### src/rtl/hsv_pwm_array.sv
// Multi-channel hue-wheel RGB PWM driver: a base hue steps around 0..359 degrees,
// each channel converts its offset hue to brightness-scaled RGB duties on active-low pins.
module hsv_pwm_array #(
  parameter int PWM_BITS    = 8,
  parameter int STEP_CYCLES = 33333,
  parameter int NUM_CH      = 1,
  parameter int CH_OFFSET   = 120
) (
  input  logic                clk,
  input  logic                rst,
  input  logic                run,
  input  logic                dir,
  input  logic                step,
  input  logic [PWM_BITS-1:0] bright,
  output logic [NUM_CH-1:0]   RGB_R,
  output logic [NUM_CH-1:0]   RGB_G,
  output logic [NUM_CH-1:0]   RGB_B,
  output logic [8:0]          hue,
  output logic                wrap
);

  localparam int PS_W = ($clog2(STEP_CYCLES) > 16) ? $clog2(STEP_CYCLES) : 16;
  localparam logic [PS_W-1:0] PS_LAST = PS_W'(STEP_CYCLES - 1);
  localparam logic [PWM_BITS-1:0] MAX = {PWM_BITS{1'b1}};
  localparam int RW = PWM_BITS + 6;

  logic [PS_W-1:0]     ps_q, ps_d;
  logic [8:0]          hue_q, hue_d;
  logic                wrap_q, wrap_d;
  logic [PWM_BITS-1:0] cnt_q, cnt_d;
  logic                tick, adv, latch;
  logic [PWM_BITS:0]   bright_p1;

  logic [NUM_CH-1:0][PWM_BITS-1:0] scaled_r, scaled_g, scaled_b;
  logic [NUM_CH-1:0][PWM_BITS-1:0] duty_r_q, duty_g_q, duty_b_q;
  logic [NUM_CH-1:0][PWM_BITS-1:0] duty_r_d, duty_g_d, duty_b_d;
  logic [NUM_CH-1:0]               rgb_r_q, rgb_g_q, rgb_b_q;
  logic [NUM_CH-1:0]               rgb_r_d, rgb_g_d, rgb_b_d;

  // raw * (bright + 1) never reaches 2^(2*PWM_BITS), so the product fits exactly.
  function automatic logic [PWM_BITS-1:0] scale(input logic [PWM_BITS-1:0] raw,
                                                input logic [PWM_BITS:0]   b1);
    logic [2*PWM_BITS-1:0] p;
    p = (2*PWM_BITS)'(raw) * (2*PWM_BITS)'(b1);
    return PWM_BITS'(p >> PWM_BITS);
  endfunction

  always_comb begin
    tick   = run && (ps_q == PS_LAST);
    ps_d   = (run && !tick) ? ps_q + 1'b1 : '0;
    // step only counts while stopped, so at most one advance per cycle
    adv    = tick || (step && !run);
    hue_d  = hue_q;
    wrap_d = 1'b0;
    if (adv) begin
      if (dir) begin
        if (hue_q == 9'd0) begin
          hue_d  = 9'd359;
          wrap_d = 1'b1;
        end else begin
          hue_d = hue_q - 1'b1;
        end
      end else begin
        if (hue_q == 9'd359) begin
          hue_d  = 9'd0;
          wrap_d = 1'b1;
        end else begin
          hue_d = hue_q + 1'b1;
        end
      end
    end
    cnt_d     = cnt_q + 1'b1;
    latch     = (cnt_q == MAX);
    bright_p1 = {1'b0, bright} + 1'b1;
  end

  for (genvar i = 0; i < NUM_CH; i++) begin : g_ch
    localparam logic [8:0] OFF = 9'((i * CH_OFFSET) % 360);
    logic [9:0]          sum;
    logic [8:0]          h, base;
    logic [2:0]          sec;
    logic [5:0]          f;
    logic [RW-1:0]       prod, ramp_w;
    logic [PWM_BITS-1:0] ramp, raw_r, raw_g, raw_b;

    always_comb begin
      sum = {1'b0, hue_q} + {1'b0, OFF};
      h   = (sum >= 10'd360) ? 9'(sum - 10'd360) : sum[8:0];
      if (h < 9'd60) begin
        sec = 3'd0; base = 9'd0;
      end else if (h < 9'd120) begin
        sec = 3'd1; base = 9'd60;
      end else if (h < 9'd180) begin
        sec = 3'd2; base = 9'd120;
      end else if (h < 9'd240) begin
        sec = 3'd3; base = 9'd180;
      end else if (h < 9'd300) begin
        sec = 3'd4; base = 9'd240;
      end else begin
        sec = 3'd5; base = 9'd300;
      end
      f      = 6'(h - base);
      prod   = RW'(f) * RW'(MAX);
      ramp_w = prod / RW'(60);
      ramp   = PWM_BITS'(ramp_w);
      raw_r  = '0;
      raw_g  = '0;
      raw_b  = '0;
      case (sec)
        3'd0:    begin raw_r = MAX;        raw_g = ramp;       raw_b = '0;         end
        3'd1:    begin raw_r = MAX - ramp; raw_g = MAX;        raw_b = '0;         end
        3'd2:    begin raw_r = '0;         raw_g = MAX;        raw_b = ramp;       end
        3'd3:    begin raw_r = '0;         raw_g = MAX - ramp; raw_b = MAX;        end
        3'd4:    begin raw_r = ramp;       raw_g = '0;         raw_b = MAX;        end
        default: begin raw_r = MAX;        raw_g = '0;         raw_b = MAX - ramp; end
      endcase
    end

    assign scaled_r[i] = scale(raw_r, bright_p1);
    assign scaled_g[i] = scale(raw_g, bright_p1);
    assign scaled_b[i] = scale(raw_b, bright_p1);
  end

  // Duties only move at the period boundary, so a period is never cut short.
  always_comb begin
    for (int i = 0; i < NUM_CH; i++) begin
      duty_r_d[i] = latch ? scaled_r[i] : duty_r_q[i];
      duty_g_d[i] = latch ? scaled_g[i] : duty_g_q[i];
      duty_b_d[i] = latch ? scaled_b[i] : duty_b_q[i];
      rgb_r_d[i]  = ~(cnt_q < duty_r_q[i]);
      rgb_g_d[i]  = ~(cnt_q < duty_g_q[i]);
      rgb_b_d[i]  = ~(cnt_q < duty_b_q[i]);
    end
  end

  always_ff @(posedge clk or posedge rst) begin
    if (rst) begin
      ps_q     <= '0;
      hue_q    <= '0;
      wrap_q   <= 1'b0;
      cnt_q    <= '0;
      duty_r_q <= '0;
      duty_g_q <= '0;
      duty_b_q <= '0;
      rgb_r_q  <= '1;
      rgb_g_q  <= '1;
      rgb_b_q  <= '1;
    end else begin
      ps_q     <= ps_d;
      hue_q    <= hue_d;
      wrap_q   <= wrap_d;
      cnt_q    <= cnt_d;
      duty_r_q <= duty_r_d;
      duty_g_q <= duty_g_d;
      duty_b_q <= duty_b_d;
      rgb_r_q  <= rgb_r_d;
      rgb_g_q  <= rgb_g_d;
      rgb_b_q  <= rgb_b_d;
    end
  end

  assign RGB_R = rgb_r_q;
  assign RGB_G = rgb_g_q;
  assign RGB_B = rgb_b_q;
  assign hue   = hue_q;
  assign wrap  = wrap_q;

endmodule

### config.mk
export PLATFORM = sky130hd
export DESIGN_NAME = hsv_pwm_array
export DESIGN_NICKNAME = d
export VERILOG_FILES = /design/src/rtl/hsv_pwm_array.sv
export SDC_FILE = /design/constraint.sdc
export NUM_CORES = 1
export LEC_CHECK = 0
export CAP_MARGIN = 10
export CORE_MARGIN = 3
export CORE_UTILIZATION = 45
export CTS_CLUSTER_SIZE = 14
export DETAILED_ROUTE_END_ITERATION = 10
export PLACE_DENSITY = 0.68
export RECOVER_POWER = 100
export SLEW_MARGIN = 5
export SYNTH_ARGS = -nofsm -noshare
export SYNTH_HDL_FRONTEND = slang
export SYNTH_SLANG_ARGS = --single-unit
### constraint.sdc
create_clock -name clk -period 14.2 [get_ports clk]
set_input_delay 1.42 -clock clk [delete_from_list [all_inputs] [get_ports clk]]
set_output_delay 1.42 -clock clk [all_outputs]
set_load 0.1 [all_outputs]
==> out/qor.csv, run 1 <==
metric,value,unit
cell taking the most area after synthesis,fa_1,
I/O pin total,26,
"top cells by count, synth","208 x inv_1, 205 x nand2_1, 154 x ha_1",
via count,10700,
crit path time final,13.51,ns
Die ar.,29800,um^2
sequential area share after synthesis,0.122,
setup TNS,0,ns
critical path arrival,13.72,ns
HP Class,flop to flop,
vias in the first global route,10400,
final core utilization,0.521,
clock buffer depth,2,
final instance area,14100,um^2
clock buffer count from CTS,9,
Port Buffers,25,
gr ovfl total,0,
multi-input logic area,10300,um^2
total of max-cap violations,2,
Syn-to-layout area delta,13.0,%
pre-CTS setup slack,-0.0890,ns
post-route clock period utilization,0.952,
final hold vios,0,
worst skew pair latency,0.33,ns
critical path's most frequent cell,fa_1,
Synth Flop Type,dfrtp_1,
Final setup viols,0,
antenna-violating nets left,0,
H-tree depth,3,
fillers,2518,
Starting Density,0.461,
Worst path slowest cell,fa_1,
die width,173,um
final clock skew,0.0102,ns
Detailed Routing Iterations Pass 1,5,
"EDFF count, synth",0,
CTS Root Cell,clkbuf_16,
#FFs+latches synth,61,
Initial DRC Count,626,
YS warnings,0,
core area,27100,um^2
DP Area,13400,um^2
unique cell type count in the Yosys netlist,92,
ratio of cells with drive above 1 in the final layout,0.115,
initial antenna violation count,0,
gpl congestion,0.948,
ys async rst share,1.00,
hold-fix buffers at CTS,0,
antenna diode count,0,
final net count,1863,
Critical Path RT,14.41,ns
HPWL after DPL,24600,um
Post-Synthesis Cell Area,12500,um^2
max-slew violations,81,
Total GRT Usage,0.204,
failing checks,"capacitance limit, slew limit",
CTS tree,yes,
dominant cells by area after synthesis,"fa_1 21%, ha_1 15%, dfrtp_1 12%, inv_1 6.2%, nand2_1 6.2%",
detailed-route DRC error count,0,
CP endpoint kind,flop,
detailed-route wire length per cell,16.0,um
Setup crit start kind,flop,
DRT Wirelength,31000,um
status,finished with violations,
most common cell in the netlist,inv_1,
slew at the pin closest to its max-slew limit,3.23,ns
clk sinks,61,
relative slew slack,-1.15,
mean area per synthesized cell,8.34,um^2
cells after synthesis,1499,
Die Height,173,um
largest net degree at the start of global routing,62,
vias per inst,5.51,
Synth Net Count,1798,
num rows,60,
Fmax,74.0,MHz
clk slew on worst S/H paths,0.06,ns
CP max stage delay,0.56,ns
top cell type's share of synthesized area,0.211,
first-pass GRT wire length,51800,um
CP Class,flop to flop,
critical path peak fanout,7,
fin worst setup slack,0.687,ns
Sequential Area,1540,um^2
## layer usage
metal	routed length (um)	vias to the layer above	GRT usage
met5	0	-	0
met4	624	0	0.0483
met3	1160	42	0.0145
met2	14800	246	0.343
met1	14400	5232	0.288
li1	-	5172	-
## worst max-delay path: cells and delay by family (launching register included)
| family | cells | cell delay (ns) |
|---|---|---|
| fa+ha+maj | 11 | 4.36 |
| compound gates | 20 | 3.90 |
| xor+xnor | 3 | 0.67 |
| flops | 1 | 0.47 |
| buf+inv | 8 | 0.98 |
| mux | 2 | 0.58 |
| simple gates | 11 | 2.43 |
## logic make-up (layout without fill, tap and decap cells)
group	count (synthesis)	count (layout)	share of synthesized area
xor gates and xnor gates	81	81	0.0583
and+or+nand+nor	532	532	0.204
adders and majority gates	287	287	0.366
muxes	10	10	0.00851
buffers and inverters	243	313	0.0753
AOI/OAI and AO/OA	285	285	0.165
DFF	61	61	0.122
## sequential cells by signal (all words and copies together) (netlist names)
register and flops:
RGB_R 1, RGB_G 1, hue 9, duty_b_q 8, wrap 1, cnt_q 8, RGB_B 1, duty_r_q 8
ps_q 16, duty_g_q 8
## cell type report
class | instances | share of cell area
Sequential cell | 61 | 0.109
Clock buffer | 11 | 0.0172
Tap cell | 372 | 0.0330
Multi-Input combinational cell | 1195 | 0.732
Inverter | 208 | 0.0553
Timing Repair Buffer | 89 | 0.0515
Clock inverter | 5 | 0.00195
## layout by cell type (no fill, tap or decap), types with 10 or more instances in the layout
cell,count
fa_1,131
nand2b_1,25
xnor2_1,41
buf_4,63
nor2b_1,19
nand3_1,34
ha_1,150
dlygate4sd3_1,15
nor3_1,17
inv_1,206
a211oi_2,10
xor2_1,34
or3_1,15
clkdlybuf4s50_1,10
and3_1,15
a21o_1,21
nor2_1,119
o211ai_1,15
o21ai_0,51
a21oi_1,55
and2_1,26
dfrtp_1,54
nand2_1,203
## stage by stage
step	instances	hold WS [ns]
6_report	1941	0.473
5_1_grt	1941	0.501
4_1_cts	1922	0.479
3_5_place_dp	1901	0.468
3_3_place_gp	1901	0.461
2_1_floorplan	1499	0.449
## worst paths after layout
| check | cells after the start | slack (ns) | end | startpoint |
|---|---|---|---|---|
| worst max-delay path | 55 | 0.69 | duty_r_q[7] | hue[1] |
| worst min-delay path | 2 | 0.47 | duty_r_q[3] | duty_r_q[3] |
| worst max register to register | 55 | 0.69 | duty_r_q[7] | hue[1] |
| worst min register to register | 2 | 0.47 | duty_r_q[3] | duty_r_q[3] |
| max in group asynchronous | 3 | 9.37 | hue[1] | rst |
| min in group asynchronous | 3 | 2.78 | duty_g_q[5] | rst |
## what timing repair did
| item | 4_1_cts | 5_1_grt |
|---|---|---|
| pin swaps | 4 | 24 |
| setup buffers | 5 | 19 |
| endpoints found under the setup margin | 9 | 24 |
| resized for setup | 3 | 70 |
Power of run 1 is left out: the tool's default activity adds up to more than one toggle a clock period on the data nets, which glitch-free logic cannot reach.
==> run 2: changes to the inputs <==
- MAX_ROUTING_LAYER: default -> met4
==> run 2 against run 1 <==
  * Final cell count increased by 0.21%
  * Via count decreased by 1.3%
  * Maximum frequency decreased by 0.58%
  * Register-to-register slack got worse by 0.08 ns
  * Cell area increased by 0.82%
  * Worst setup slack got worse by 0.079 ns
  * Count of clock-buffer cells in the layout increased by 1
  * Global-route usage increased by 1.1 points
  * Largest cell class unchanged
  * The run still ends with capacitance limit, slew limit left
==> out/qor.csv, run 2 (same netlist as run 1, synthesis figures left out) <==
metric,value,unit
detailed-route DRC error count,0,
M3 GR Usage,0.0242,
vias per inst,5.42,
clock buffer depth,2,
met1 Usage GRT,0.298,
GR Util met2,0.340,
Worst R2R Path Depth,55,
critical path peak fanout,10,
antenna-violating nets left,0,
num rows,60,
final clock skew,0.00941,ns
relative slew slack,-1.19,
Cells after DPL,1902,
initial antenna violation count,0,
clock buffer count from CTS,9,
worst skew pair latency,0.33,ns
Final setup viols,0,
H-tree depth,3,
final net count,1867,
DRT Wirelength,31500,um
final cell count without fillers,1945,
largest net degree at the start of global routing,62,
clk slew on worst S/H paths,0.05,ns
HP Class,flop to flop,
hold-fix buffers at CTS,0,
antenna diode count,0,
"commonest non-fill, non-tap cell in the layout",inv_1,
total of max-cap violations,2,
Fmax,73.6,MHz
HPWL after DPL,24600,um
I/O pin total,26,
Detailed Routing Iterations Pass 1,7,
Die Height,173,um
final hold vios,0,
Syn-to-layout area delta,14.0,%
core area,27100,um^2
CTS tree,yes,
gr ovfl total,0,
register name with the most flops,ps_q,
CP Class,flop to flop,
die width,173,um
Setup crit start kind,flop,
critical path arrival,13.81,ns
gpl congestion,0.918,
detailed-route wire length per cell,16.2,um
CP endpoint kind,flop,
clk sinks,61,
RR Endpoint,duty_r_q[7],
Initial DRC Count,614,
first-pass GRT wire length,52400,um
via count,10600,
crit path time final,13.59,ns
Worst path slowest cell,dfrtp_1,
R2R Path Start,hue[5],
R2R Setup Slk,0.61,ns
Crit. Startpoint,hue[5],
failing checks,"capacitance limit, slew limit",
post-route clock period utilization,0.957,
max-slew violations,81,
critical path's most frequent cell,fa_1,
Total GRT Usage,0.214,
max reg flops,16,
Starting Density,0.461,
Port Buffers,25,
slew at the pin closest to its max-slew limit,3.28,ns
Worst Setup EP,duty_r_q[7],
GRT busiest layer,met2,
status,finished with violations,
CTS Root Cell,clkbuf_16,
CP max stage delay,0.58,ns
most frequent cells in the layout,"205 x inv_1, 203 x nand2_1, 150 x ha_1",
vias in the first global route,10300,
ratio of cells with drive above 1 in the final layout,0.114,
Die ar.,29800,um^2
Critical Path RT,14.41,ns
==> run 2: cell types whose count changed in the layout (fill, tap and decap cells not counted), sizes merged <==
| cell | change |
|---|---|
| a2bb2oi | +1 |
| buf | +3 |
| bufinv | +2 |
| clkbuf | +1 |
| clkdlybuf4s50 | +1 |
| clkinv | -2 |
| dlygate4sd3 | -1 |
| inv | -1 |
==> run 2: worst min-delay path by stage <==
stage           startpoint           to  depth (start not counted)
2_1_floorplan  duty_b_q[4]  duty_b_q[4]                          2
3_3_place_gp   duty_r_q[5]  duty_r_q[5]                          2
3_5_place_dp   duty_r_q[6]  duty_r_q[6]                          2
4_1_cts        duty_r_q[5]  duty_r_q[5]                          2
5_1_grt        duty_g_q[2]  duty_g_q[2]                          2
6_report       duty_g_q[1]  duty_g_q[1]                          2
==> run 2: what timing repair did <==
item | 4_1_cts | 5_1_grt
cloned | 0 | 1
pin swaps | 1 | 24
resized for setup | 1 | 73
setup buffers | 0 | 26
endpoints found under the setup margin | 3 | 24
==> run 2: layer usage <==
| metal | part of all wire | vias to the layer above | routed length, um |
|---|---|---|---|
| met2 | 0.47 | 249 | 14800 |
| met3 | 0.042 | 36 | 1310 |
| met5 | 0 | - | 0 |
| met1 | 0.47 | 5089 | 14800 |
| li1 | - | 5176 | - |
| met4 | 0.019 | 0 | 608 |
==> run 2: critical path: cells and delay by family (launching register included) <==
kind	cells	cell delay, ns
AOI/OAI and AO/OA	19	4.09
xor gates and xnor gates	3	0.61
adders and majority gates	11	4.27
buffers and inverters	8	0.87
DFF	1	0.58
muxes	2	0.59
and+or+nand+nor	12	2.47
==> run 2: final cells by class <==
cell class              instances  area [um^2]
clock buffers                  12          256
clock inverters                 4         70.1
fillers                      2497        12900
inverters                     208          785
multi-input cells            1196        10400
flip-flops and latches         61         1540
well taps                     372          465
repair buffers                 92          749
==> run 2: through the flow <==
step / setup TNS [ns] / cell area [um^2] / hold slack, ns / util / setup slack [ns]
after floorplan: 0 / 12500 / 0.449 / - / 0.261
after global placement: 0 / 13400 / 0.461 / 0.493 / 0.408
after detailed placement: 0 / 13400 / 0.467 / 0.493 / 0.0529
after CTS: 0 / 13700 / 0.482 / 0.505 / 0.0186
after global routing: -1.23 / 14200 / 0.510 / 0.525 / -0.197
final: 0 / 14200 / 0.478 / 0.525 / 0.608
Power of run 2 is left out for the same reason.
